**src/rtl/mips_debug_ctrl_pkg.sv**
```systemverilog
// mips_debug_ctrl_pkg: shared states, command bytes and dump constants for the debug controller
package mips_debug_ctrl_pkg;
  typedef enum logic [2:0] {IDLE, LOAD, RUN, STEP, FETCH, SEND} state_e;
  localparam logic [7:0] CMD_LOAD = 8'h4C;
  localparam logic [7:0] CMD_RUN = 8'h43;
  localparam logic [7:0] CMD_STEP = 8'h53;
  localparam logic [7:0] CMD_RST = 8'h52;
  localparam logic [7:0] CMD_DUMP = 8'h44;
  localparam logic [31:0] HALT_WORD_DEF = 32'hFFFFFFFF;
  localparam int DUMP_WORDS = 34;
  localparam logic [5:0] LAST_IDX = 6'(DUMP_WORDS - 1);
endpackage

```
**src/rtl/mips_debug_ctrl_serializer.sv**
```systemverilog
// dbg_word_serializer: sends a loaded 32-bit word as 4 MSB-first bytes over a valid/ready link
//   load_i/word_i in, tx_ready_i in, tx_data_o/tx_valid_o out, done_o pulses on the last byte handshake
module dbg_word_serializer (
  input  logic        CLK,
  input  logic        RESET,
  input  logic        load_i,
  input  logic [31:0] word_i,
  input  logic        tx_ready_i,
  output logic [7:0]  tx_data_o,
  output logic        tx_valid_o,
  output logic        done_o
);
  logic [31:0] sh_q;
  logic [1:0] n_q;
  logic v_q;
  logic acc;
  assign acc = v_q && tx_ready_i;
  assign done_o = acc && n_q == 2'd3;
  assign tx_data_o = sh_q[31:24];
  assign tx_valid_o = v_q;
  always_ff @(posedge CLK) begin
    if (RESET) begin
      sh_q <= '0;
      n_q <= '0;
      v_q <= 1'b0;
    end else if (load_i) begin
      sh_q <= word_i;
      n_q <= '0;
      v_q <= 1'b1;
    end else if (acc) begin
      sh_q <= {sh_q[23:0], 8'h00};
      n_q <= n_q + 2'd1;
      v_q <= n_q != 2'd3;
    end
  end
endmodule

```
**src/rtl/mips_debug_ctrl.sv**
```systemverilog
// mips_debug_ctrl: host-byte debug sequencer for the MIPS pipeline (load, run, step, reset, dump)
//   RX_VALID/RX_DATA host bytes in; TX_DATA/TX_VALID/TX_READY dump bytes out
//   INSTR_OUT/INSTR_WE/INSTR_ADDR program writes; CPU_EN/CPU_RESET/CPU_HALTED/PC_IN pipeline control
//   DBG_ADDR/DBG_DATA register readback; CYCLE_CNT enabled cycles; BUSY not idle
module mips_debug_ctrl
  import mips_debug_ctrl_pkg::*;
#(
  parameter int ADDR_W = 7,
  parameter logic [31:0] HALT_WORD = HALT_WORD_DEF
) (
  input  logic              CLK,
  input  logic              RESET,
  input  logic              RX_VALID,
  input  logic [7:0]        RX_DATA,
  output logic [7:0]        TX_DATA,
  output logic              TX_VALID,
  input  logic              TX_READY,
  output logic [31:0]       INSTR_OUT,
  output logic              INSTR_WE,
  output logic [ADDR_W-1:0] INSTR_ADDR,
  output logic              CPU_EN,
  output logic              CPU_RESET,
  input  logic              CPU_HALTED,
  input  logic [31:0]       PC_IN,
  output logic [4:0]        DBG_ADDR,
  input  logic [31:0]       DBG_DATA,
  output logic [31:0]       CYCLE_CNT,
  output logic              BUSY
);
  state_e state_q, state_d;
  logic [1:0] bcnt_q, bcnt_d;
  logic [23:0] acc_q, acc_d;
  logic [31:0] instr_q, instr_d;
  logic we_q, we_d;
  logic [ADDR_W-1:0] addr_q, addr_d;
  logic cpu_rst_q, cpu_rst_d;
  logic [31:0] cnt_q, cnt_d;
  logic [5:0] idx_q, idx_d;
  logic wait_q, wait_d;
  logic ld, done;
  logic [31:0] ld_word, word;
  assign word = {acc_q, RX_DATA};
  always_comb begin
    state_d = state_q;
    bcnt_d = bcnt_q;
    acc_d = acc_q;
    instr_d = instr_q;
    we_d = 1'b0;
    addr_d = we_q && addr_q != '1 ? ADDR_W'(addr_q + 1) : addr_q;
    cpu_rst_d = 1'b0;
    idx_d = idx_q;
    wait_d = 1'b0;
    ld = 1'b0;
    ld_word = idx_q == 6'd0 ? PC_IN : idx_q == 6'd1 ? cnt_q : DBG_DATA;
    CPU_EN = state_q == STEP || (state_q == RUN && !CPU_HALTED);
    cnt_d = cpu_rst_q ? '0 : CPU_EN && cnt_q != '1 ? cnt_q + 32'd1 : cnt_q;
    case (state_q)
      IDLE: begin
        idx_d = '0;
        if (RX_VALID) begin
          if (RX_DATA == CMD_LOAD) begin
            state_d = LOAD;
            cpu_rst_d = 1'b1;
            addr_d = '0;
            bcnt_d = '0;
          end else if (RX_DATA == CMD_RST) cpu_rst_d = 1'b1;
          else if (RX_DATA == CMD_RUN) state_d = RUN;
          else if (RX_DATA == CMD_STEP) state_d = STEP;
          else if (RX_DATA == CMD_DUMP) state_d = FETCH;
        end
      end
      LOAD: if (RX_VALID) begin
        acc_d = word[23:0];
        bcnt_d = bcnt_q + 2'd1;
        if (bcnt_q == 2'd3) begin
          we_d = 1'b1;
          instr_d = word;
          state_d = word == HALT_WORD || addr_q == '1 ? IDLE : LOAD;
        end
      end
      RUN: state_d = CPU_HALTED ? FETCH : RUN;
      STEP: state_d = FETCH;
      FETCH: begin
        // DBG_DATA lags DBG_ADDR by a cycle, so the word is latched on the second FETCH cycle
        wait_d = !wait_q;
        ld = wait_q;
        state_d = wait_q ? SEND : FETCH;
      end
      SEND: if (done) begin
        state_d = idx_q == LAST_IDX ? IDLE : FETCH;
        idx_d = idx_q + 6'd1;
      end
      default: state_d = IDLE;
    endcase
  end
  always_ff @(posedge CLK) begin
    if (RESET) begin
      state_q <= IDLE;
      bcnt_q <= '0;
      acc_q <= '0;
      instr_q <= '0;
      we_q <= 1'b0;
      addr_q <= '0;
      cpu_rst_q <= 1'b1;
      cnt_q <= '0;
      idx_q <= '0;
      wait_q <= 1'b0;
    end else begin
      state_q <= state_d;
      bcnt_q <= bcnt_d;
      acc_q <= acc_d;
      instr_q <= instr_d;
      we_q <= we_d;
      addr_q <= addr_d;
      cpu_rst_q <= cpu_rst_d;
      cnt_q <= cnt_d;
      idx_q <= idx_d;
      wait_q <= wait_d;
    end
  end
  dbg_word_serializer u_ser (
    .CLK       (CLK),
    .RESET     (RESET),
    .load_i    (ld),
    .word_i    (ld_word),
    .tx_ready_i(TX_READY),
    .tx_data_o (TX_DATA),
    .tx_valid_o(TX_VALID),
    .done_o    (done)
  );
  assign DBG_ADDR = (state_q == FETCH || state_q == SEND) && idx_q >= 6'd2 ? 5'(idx_q - 6'd2) : '0;
  assign INSTR_OUT = instr_q;
  assign INSTR_WE = we_q;
  assign INSTR_ADDR = addr_q;
  assign CPU_RESET = cpu_rst_q;
  assign CYCLE_CNT = cnt_q;
  assign BUSY = state_q != IDLE;
endmodule

```
**config.mk**
```make
export PLATFORM = sky130hd
export DESIGN_NAME = mips_debug_ctrl
export DESIGN_NICKNAME = d
export VERILOG_FILES = /design/src/rtl/mips_debug_ctrl_pkg.sv /design/src/rtl/mips_debug_ctrl_serializer.sv /design/src/rtl/mips_debug_ctrl.sv
export SDC_FILE = /design/constraint.sdc
export NUM_CORES = 1
export LEC_CHECK = 0
export ABC_AREA = 1
export CAP_MARGIN = 15
export CORE_ASPECT_RATIO = 1.75
export CORE_MARGIN = 5
export CORE_UTILIZATION = 50
export CTS_CLUSTER_DIAMETER = 80
export CTS_CLUSTER_SIZE = 28
export DETAILED_ROUTE_END_ITERATION = 10
export PLACE_DENSITY_LB_ADDON = 0.05
export REMOVE_ABC_BUFFERS = 1
export SLEW_MARGIN = 20
export SYNTH_ARGS = -nofsm -noshare
export SYNTH_HDL_FRONTEND = slang
export SYNTH_SLANG_ARGS = --single-unit
```
**constraint.sdc**
```tcl
create_clock -name CLK -period 2.6 [get_ports CLK]
set_clock_uncertainty 0.05 [all_clocks]
set_input_delay 0.39 -clock CLK [delete_from_list [all_inputs] [get_ports CLK]]
set_output_delay 0.39 -clock CLK [all_outputs]
set_load 0.01 [all_outputs]
```
== Word-level counts from Yosys, hierarchy flattened ==
Index checks and enable logic that the tools add are counted.

* Register bits: 144
* Bits of input ports: 77
* Logic and storage cells: 112

* Add/sub/neg operators: 6
* $lt $le $gt $ge: 1
* Equality and inequality tests: 26
* Reductions and logical operators: 26
* Bitwise logic cells: 3
* Muxes and demuxes: 37

{| class="wikitable"
|+ Operator list
! cell !! number
|-
| $mux 32 || 4
|-
| $eq 8x7->1 const B || 5
|-
| $mux 3 || 11
|-
| $add 32x1->32 const B || 1
|-
| $eq 32x32->1 const B || 1
|-
| $ne 32x32->1 const B || 1
|-
| $mux 7 || 4
|-
| $pmux 3 s6 || 1
|-
| $ne 2x2->1 const B || 6
|-
| $pmux 6 s2 || 1
|-
| $mux 1 || 10
|-
| $add 7x1->7 const B || 1
|-
| $eq 7x7->1 const B || 1
|-
| $ne 7x7->1 const B || 1
|-
| $add 6x1->6 const B || 1
|-
| $eq 3x2->1 const B || 2
|-
| $eq 3x3->1 const B || 2
|-
| $eq 6x1->1 const B || 1
|-
| $eq 6x6->1 const B || 1
|-
| $ge 6x2->1 const B || 1
|-
| $logic_and 1x1->1 || 6
|-
| $logic_not 6->1 || 1
|-
| $mux 2 || 3
|-
| $mux 6 || 1
|-
| 20 further kinds || 32
|}

== Logic depth before layout (Yosys ltp) ==
Gate-level depths: netlist of run 1.

* Word-level depth: 8
* Gate-level depth with buffers: 11
* Gate-level depth less buffers: 11

== Cells and area by module ==
From an unflattened synthesis of run 1, not the netlist that was laid out.

* Cells, all modules: 1174
* Area, all modules: 8044.0 µm²

{| class="wikitable"
|+ Modules (own cells, without submodules)
! module !! cells each !! area each (µm²) !! times used !! seq. area each (µm²)
|-
| mips_debug_ctrl || 928 || 6128.4 || 1 || 2182.1
|-
| dbg_word_serializer || 246 || 1915.6 || 1 || 700.7
|}

== Worst setup path after synthesis of run 1 ==
No wires, ideal clock.

* Path kind: register to register
* Start: register cnt_q[1], in the netlist CYCLE_CNT[1]
* End: register cnt_q[4], in the netlist CYCLE_CNT[4]
* Cell stages (with the launch flop): 11
* Data required time: 2.478 ns
* Clock period less this slack: 1.717 ns
* Arrival: 1.595 ns
* Path slack: 0.883 ns
* Cells stage by stage: dfxtp_1 > ha_1 > inv_1 > nor2_4 > nand2_4 > nor2_8 > nand2_4 > nand2_4 > buf_6 > nand2_1 > a21oi_1

* Word-level cells in the longest chain between the ends: 2
* Elaborated cells on any way between the ends: 3
* Classes of those cells: add/sub: 1; eq/ne: 1; reduce/logical: 1

{| class="wikitable"
|+ Ends and longest elaborated chain
! item !! line !! source
|-
| from (decl) || mips_debug_ctrl.sv:37 || <nowiki>logic [31:0] cnt_q, cnt_d;</nowiki>
|-
| from (signal assigned) || mips_debug_ctrl.sv:116 || <nowiki>cnt_q <= cnt_d;</nowiki>
|-
| parallel branches: the longest is 2 deep, another holds $add 32x1->32 || n/a ||
|}

Several ways; the timed one is not identified.
A chain may end at the register's enable or synchronous reset.

== Worst setup path in the final report of run 1 ==
* Start: register state_q[2]
* End: output DBG_ADDR[1]

* Word-level cells in the longest chain between the ends: 4
* Elaborated cells on any way between the ends: 5
* Classes of those cells: eq/ne: 2; mux: 1; reduce/logical: 2

{| class="wikitable"
|+ Ends and longest elaborated chain
! item !! line !! source
|-
| from (decl) || mips_debug_ctrl.sv:30 || <nowiki>state_e state_q, state_d;</nowiki>
|-
| from (signal assigned) || mips_debug_ctrl.sv:109 || <nowiki>state_q <= state_d;</nowiki>
|-
| $eq 3x3->1 || mips_debug_ctrl.sv:131 || <nowiki>assign DBG_ADDR = (state_q == FETCH || state_q == SEND) && idx_q >= 6'd2 ? 5'(idx_q - 6'd2) : '0;</nowiki>
|-
| $logic_or 1x1->1 * || mips_debug_ctrl.sv:131 ||
|-
| $logic_and 1x1->1 * || mips_debug_ctrl.sv:131 ||
|-
| $mux 5 * || mips_debug_ctrl.sv:131 ||
|-
| to (decl) || mips_debug_ctrl.sv:25 || <nowiki>output logic [4:0] DBG_ADDR,</nowiki>
|}

Mark *: on every way between the ends. The rest lies on a longest branch, timed or not.

==> results of run 1 <==
## worst register-to-register path: stages (launching register included)
cell	delay, ns
dfxtp_1	0.44
ha_1	0.26
inv_1	0.09
nor2_4	0.16
nand2_4	0.11
nor2_8	0.20
nand2_4	0.12
nand2_4	0.26
nand2_1	0.11
a21oi_1	0.14
## timing repair
item	in CTS	in global routing
endpoints found under the setup margin	5	5
resized for setup	3	9
cloned	0	0
endpoints found under the hold margin	0	0
## worst max path at each step
stage	slack (ns)	to	depth (start not counted)
after floorplan	0.09	u_ser.sh_q[0]	6
after global placement	0.41	DBG_ADDR[1]	6
after detailed placement	0.40	DBG_ADDR[1]	6
after CTS	0.03	DBG_ADDR[1]	6
after global routing	0.0001	DBG_ADDR[1]	7
final	0.09	DBG_ADDR[1]	6
## synthesized netlist by cell type, drive strengths merged
| cell | number | share of area |
|---|---|---|
| a31oi | 1 | 0.00084 |
| ha | 10 | 0.017 |
| o32ai | 1 | 0.0012 |
| o21ai | 169 | 0.11 |
| xor2 | 18 | 0.021 |
| nor3b | 1 | 0.0010 |
| nand3 | 41 | 0.027 |
| nor2 | 127 | 0.071 |
| a21oi | 140 | 0.094 |
| nor3 | 7 | 0.0054 |
| a22oi | 1 | 0.0010 |
| clkinv | 1 | 0.00050 |
| xnor2 | 2 | 0.0023 |
| nand4 | 11 | 0.0092 |
| inv | 131 | 0.066 |
| dfxtp | 144 | 0.39 |
| o21a | 1 | 0.0010 |
| clkbuf | 38 | 0.019 |
| nand2 | 268 | 0.14 |
| a211oi | 1 | 0.0010 |
| nand3b | 2 | 0.0020 |
| a21boi | 1 | 0.0025 |
| buf | 20 | 0.017 |
## area by class of cell
cell class | instances | area [um2] | share of cell area
multi-input cells | 802 | 3860 | 0.388
well taps | 183 | 229 | 0.0231
inverters | 132 | 495 | 0.0499
clock buffers | 17 | 425 | 0.0428
clock inverters | 15 | 163 | 0.0164
repair buffers | 189 | 1880 | 0.189
flip-flops and latches | 144 | 2890 | 0.291
## per-layer routing
layer | part of all wire | up-vias | track usage | wire [um]
li1 | - | 3967 | - | -
met1 | 0.36 | 3498 | 0.282 | 8430
met2 | 0.55 | 236 | 0.504 | 12700
met3 | 0.046 | 66 | 0.0418 | 1060
met4 | 0.042 | 0 | 0.126 | 976
met5 | 0 | - | 0 | 0
## state kept, by name (all words and copies together), names as in the netlist
signal	count
CPU_RESET	1
CYCLE_CNT	32
INSTR_ADDR	7
INSTR_OUT	32
INSTR_WE	1
acc_q	24
bcnt_q	2
idx_q	6
state_q	3
u_ser.n_q	2
u_ser.sh_q	32
u_ser.tx_valid_o	1
wait_q	1
## per-stage QoR
stage	power [W]	hold WS, ns	std cells	utilization	instance area [um2]
2_1_floorplan	0.00233	0.348	1078	-	7200
3_3_place_gp	0.00250	0.383	1450	0.630	9310
3_5_place_dp	0.00250	0.387	1450	0.630	9310
4_1_cts	0.00488	0.402	1482	0.671	9900
5_1_grt	0.00501	0.415	1482	0.673	9930
6_report	0.00486	0.399	1482	0.673	9930
## power by group through the flow
stage / registers (W) / clock network [W] / logic (W)
2_1_floorplan: 0.00226 / 0 / 0.0000704
3_3_place_gp: 0.00226 / 0 / 0.000239
3_5_place_dp: 0.00226 / 0 / 0.000239
4_1_cts: 0.00221 / 0.00244 / 0.000240
5_1_grt: 0.00221 / 0.00254 / 0.000263
6_report: 0.00221 / 0.00242 / 0.000241
## cell families after synthesis
family          after synthesis  share of synthesized area
buf+inv                     190                      0.103
flops                       144                      0.386
simple gates                457                      0.255
fa+ha+maj                    10                     0.0168
xor+xnor                     20                     0.0235
compound gates              315                      0.216
==> results by group, run 1 <==
Route
  – Number of vias per cell after detailed routing: 5.24
  – Post-detailed-route DRC marker count: 0
  – Routed wire length: approximately 23 mm
  – Average wire per cell in the routed design: ~16 um
  – DR iter-0 viols: around 450
  – Remaining antenna violation count: 0
  – DR vias: a little under 8,000
  – Router iterations before antenna repair: 5

STA
  – Setup TNS: 0 ns
  – Setup repair after global routing missed its margin: no
  – Max transition margin: 0.558
  – Shortest period the worst path allows: about 2.5 ns
  – Final worst-path cycle share: 0.966
  – Actual slew at the worst max-slew pin: between 0.6 and 0.7 ns
  – Number of endpoints with negative hold slack in the final report: 0
  – Final Max Slew Viols: 0
  – Top achievable clock speed: 398 MHz
  – Worst setup slack after layout: around 0.09 ns
  – Final setup violation count: 0

Worst setup path
  – Max FO, Critical Path: 5
  – CP cell instances: inv_2 > nor3_4 > o32ai_2 > buf_4 > nor2_1 > clkdlybuf4s50_1
  – Data arrival at the endpoint of the critical path: 2.07 ns
  – CP startpoint: state_q[2]
  – Slack of the worst reg-to-reg path: 0.58 ns
  – Critical path capture point type: primary output
  – WS Path Type: reg -> out
  – Critical path data required time: 2.16 ns
  – Worst R2R End: CYCLE_CNT[13]
  – Total buffers and inverters traversed by the critical path: 3
  – Startpoint of the worst register-to-register path: CYCLE_CNT[1]
  – Peak per-stage delay on the critical path: between 0.5 and 0.6 ns
  – Worst Reg2Reg Path Length in Cells: 9
  – Sort of element at the start of the critical path: flip-flop
  – Crit-path slowest cell: clkdlybuf4s50_1
  – Family with the most delay on the worst path: buffers and inverters

Die
  – Die ar.: 17,600 um2
  – Count of standard-cell rows: 59
  – Y dimension of the die: 172 um
  – Initial standard-cell utilization of the core: 0.506
  – IO Pins: ~170
  – X dimension of the die: between 100 and 150 um
  – Core box area: around 15,000 um2

Global routing
  – Number of global-route vias before repair: 7,538
  – Antenna violations before repair: 0
  – GR Util All Layers: 0.267
  – Global-route wire length before repair: 36.7 mm
  – Maximum number of pins on one net before global-route repair: 65
  – Leftover overflow at the end of global routing: 0

Clocking
  – Clock Root Buffer: clkbuf_16
  – Post CTS Setup Buffer Count: 0
  – Skew-Pair Late Insertion Delay: 0.43 ns
  – Clock transition at the registers of the reported paths: roughly 0.06 ns
  – Number of H-tree levels: 4
  – Post-CTS Hold Buffers: 0
  – Maximum clock path buffer count: 2
  – Clock tree sinks: about 140
  – TritonCTS clock tree: yes
  – TritonCTS buffer count: 17

Power and ir drop
  – Part of the power in the clock network: 0.497
  – Leak: around 3.9 nW
  – Switching component of the power: 0.00123 W
  – Fraction of power consumed by combinational cells: 0.049
  – Internal power of the cells: 0.00363 W
  – Switching Share: 0.254
  – Reg power frac: 0.454
  – IR Drop Worst-Case VDD: around 400 uV
  – Pwr dens: about 490 nW/um2

Placed design
  – RePlAce Congestion: between 0.9 and 1
  – Worst slack after detailed placement: about 0.4 ns
  – Count of buffers inserted at the top-level ports: about 170
  – HPWL after DPL: 17.5 mm

Yosys
  – Netlist cell types: 36
  – Cell area after technology mapping: roughly 7500 um2
  – Seq/Total Area, Yosys: 0.386
  – Synthesized area per cell: 6.58 um2
  – Synthesized netlist cell count: between 1,000 and 1,500
  – Yosys Warn Count: 0
  – Number of synthesized register bits: around 140

Cells and area
  – Nets: between 1,000 and 1,500
  – Proportion of layout cells with a drive suffix above 1: 0.0701
  – Synth-to-Final Area Change: 33.0%
  – Leading cell types in the layout, fill and taps excluded: 260 x nand2_1, 165 x o21ai_0, 162 x clkdlybuf4s50_1
  – Most common cell after layout, fill and taps aside: nand2_1
  – Diodes inserted: 0
  – Filler cell count in the final layout: roughly 1,400

Outcome
  – Status: completed

Job
  – Max cap viols: 0

Worst hold path
  – Hold endpoint: wait_q
  – Min-Delay Startpoint: wait_q
  – Count of cells along the worst hold path: 1
  – Type of the tightest min-delay check: reg -> reg
Power figures use the tool's default switching activity.
==> run 2: changes to the inputs <==
CORE_UTILIZATION = 46   (was 50)
clock period = 2.25 ns   (was 2.6 ns; I/O delays follow)
==> run 2 against run 1 <==
  * Flip-flop and latch count unchanged
  * Combinational power increased by 18%
  * Clock-buffer cell count unchanged
  * Die area increased by 8.0%
  * Sequential power increased by 15%
  * Cell count increased by 2.0%
  * Global-route usage decreased by 1.2 points
  * Design area increased by 2.1%
  * Core utilization decreased by 3.7 points
==> results by group, run 2 (synthesized netlist as in run 1, its figures left out) <==
Route
  – DR vias: 7,887 (+1.5%)
  – Router iterations before antenna repair: 5 (unchanged)
  – Average wire per cell in the routed design: 16.1 um (+3.3%)
  – Routed wire length: 24.4 mm (+5.4%)
  – Post-detailed-route DRC marker count: 0 (unchanged)
  – DR iter-0 viols: 438 (-3.1%)
  – Number of vias per cell after detailed routing: 5.22 (-0.47%)
  – Remaining antenna violation count: 0 (unchanged)

Power and ir drop
  – Reg power frac: 0.430 (-0.024)
  – Fraction of power consumed by combinational cells: 0.048 (about the same)
  – IR Drop Worst-Case VDD: 451 uV (+12%)
  – Part of the power in the clock network: 0.522 (+0.025)
  – Internal power of the cells: 0.00452 W (+24%)
  – Leak: 4.03 nW (+2.3%)
  – Final total power: 0.00594 W (+22%)
  – Pwr dens: 585 nW/um2 (+20%)
  – Switching Share: 0.239 (-0.0147)
  – Switching component of the power: 0.00142 W (+15%)

Clocking
  – Post-CTS Hold Buffers: 0 (unchanged)
  – Clock Root Buffer: clkbuf_16
  – TritonCTS buffer count: 17 (unchanged)
  – Clock tree sinks: 144 (unchanged)
  – TritonCTS clock tree: yes
  – Skew-Pair Late Insertion Delay: 0.43 ns (about the same)
  – Clock transition at the registers of the reported paths: 0.07 ns (about the same)
  – Maximum clock path buffer count: 2 (unchanged)
  – Number of H-tree levels: 4 (unchanged)

Cells and area
  – Leading cell types in the layout, fill and taps excluded: 260 x nand2_1, 165 x o21ai_0, 160 x clkdlybuf4s50_1
  – Proportion of layout cells with a drive suffix above 1: 0.0907 (+0.0206)
  – Most common cell after layout, fill and taps aside: nand2_1
  – Synth-to-Final Area Change: 35.8%
  – Fraction of the core area covered by cells at the end of the flow: 0.636 (-0.0369)
  – Design area: 10,100 um2 (+2.1%)
  – Diodes inserted: 0 (unchanged)
  – Filler cell count in the final layout: 1,522 (+10%)
  – Nets: 1,397 (+1.7%)

Global routing
  – Global-route wire length before repair: 37.9 mm (+3.3%)
  – Maximum number of pins on one net before global-route repair: 49 (-25%)
  – Antenna violations before repair: 0 (unchanged)
  – Leftover overflow at the end of global routing: 0 (unchanged)
  – GR Util All Layers: 0.255 (-0.0121)
  – Number of global-route vias before repair: 7,618 (+1.1%)

STA
  – Worst setup slack after layout: 0.0415 ns (-0.0459 ns)
  – Max transition margin: 0.352 (-0.206)
  – Final setup violation count: 0 (unchanged)
  – Final Hold Slack: 0.403 ns (+0.00429 ns)
  – Final Max Slew Viols: 0 (unchanged)
  – Final worst-path cycle share: 0.982
  – Shortest period the worst path allows: ~2.2 ns
  – Actual slew at the worst max-slew pin: 0.972 ns (+0.309 ns)
  – Top achievable clock speed: around 450 MHz
  – Number of endpoints with negative hold slack in the final report: 0 (unchanged)

Worst setup path
  – Family with the most delay on the worst path: buffers and inverters
  – CP cell instances: inv_2 > buf_6 > ha_2 > o32ai_2 > buf_4 > buf_6 > nor2_1 > buf_2
  – Critical path data required time: 1.86 ns (-0.30 ns)
  – Worst Reg2Reg Path Length in Cells: 6 (-3)
  – Data arrival at the endpoint of the critical path: 1.82 ns (-0.25 ns)
  – Total buffers and inverters traversed by the critical path: 5 (+2)
  – WS Path Type: reg -> out
  – Max FO, Critical Path: 3 (-2)
  – Slack of the worst reg-to-reg path: 0.15 ns (-0.43 ns)
  – Crit-path slowest cell: dfxtp_2
  – Worst R2R End: u_ser.sh_q[30]
  – Sort of element at the start of the critical path: flip-flop
  – Peak per-stage delay on the critical path: 0.34 ns (-0.20 ns)
  – Startpoint of the worst register-to-register path: idx_q[0]
  – Critical path capture point type: primary output
  – Cell with the most instances on the worst path: buf_6

Placed design
  – RePlAce Congestion: 0.947 (+1.6%)
  – Placed Instance Area: 9470 um2 (+1.8%)
  – Count of buffers inserted at the top-level ports: 165 (unchanged)
  – HPWL after DPL: 18.4 mm (+4.9%)
  – Worst slack after detailed placement: 0.119 ns (-0.281 ns)

Die
  – Count of standard-cell rows: 61 (+3.4%)
  – X dimension of the die: 106 um (+3.8%)
  – Core box area: 16,000 um2 (+8.0%)
  – Initial standard-cell utilization of the core: 0.468 (-0.0377)
  – Die ar.: 19,000 um2 (+8.0%)
  – IO Pins: 166 (unchanged)
  – Y dimension of the die: 179 um (+4.0%)

Worst hold path
  – Type of the tightest min-delay check: reg -> reg
  – Count of cells along the worst hold path: 2 (+1)
  – Hold endpoint: bcnt_q[1]
  – Min-Delay Startpoint: bcnt_q[1]

Outcome
  – Status: completed

Job
  – Max cap viols: 0 (unchanged)
[run 2: cell count changes in the layout (fill, tap and decap cells not counted), moves of 3 or more]
cell,before,now
buf_4,21,42
bufinv_16,0,3
buf_2,0,3
dlymetal6s2s_1,3,0
[run 2: power groups by stage]
stage	clock network (W)	registers [W]	logic, W
2_1_floorplan	0	0.00261	0.0000814
3_3_place_gp	0	0.00261	0.000284
3_5_place_dp	0	0.00261	0.000283
4_1_cts	0.00313	0.00255	0.000286
5_1_grt	0.00327	0.00255	0.000309
6_report	0.00310	0.00255	0.000285
[run 2: worst max path at each step]
stage / end / from / cells after the start
3_3_place_gp: DBG_ADDR[4] / idx_q[0] / 7
4_1_cts: DBG_ADDR[1] / idx_q[0] / 7
5_1_grt: DBG_ADDR[2] / idx_q[0] / 7
2_1_floorplan: u_ser.sh_q[0] / state_q[0] / 6
3_5_place_dp: DBG_ADDR[3] / idx_q[0] / 7
6_report: DBG_ADDR[4] / idx_q[0] / 8
[run 2: cell type report]
class | instances | area, um2 | area share
tap | 189 | 236 | 0.0233
clock inverter | 15 | 214 | 0.0211
clock buffer | 17 | 425 | 0.0419
multi-input combinational | 803 | 3860 | 0.380
sequential | 144 | 2890 | 0.285
timing repair buffer | 212 | 2030 | 0.200
inverter | 132 | 495 | 0.0488
[run 2: timing repair]
item                                    in CTS  in global routing
endpoints found under the setup margin       5                  9
gates cloned                                 0                  1
pin swaps                                    2                  3
gates resized for setup                     19                  9
buffers inserted                             1                  1
[run 2: per-stage QoR]
stage	setup TNS, ns	cells
2_1_floorplan	-5.61	1078
3_3_place_gp	0	1477
3_5_place_dp	0	1477
4_1_cts	0	1510
5_1_grt	-0.113	1512
6_report	0	1512
[run 2: worst reg2reg max path: cells and delay by family (launching register included)]
kind	cells	cell delay (ns)
adder cells (fa/ha/maj)	1	0.14
AO/OA/AOI/OAI	2	0.50
AND/OR/NAND/NOR	2	0.95
flip-flops	1	0.33
buffers and inverters	1	0.06
[run 2: metal layers]
layer	up-vias	GRT usage	wire [um]
met3	63	0.0384	935
met5	-	0	0
met4	0	0.132	1160
li1	4012	-	-
met2	234	0.489	13400
met1	3578	0.262	8870
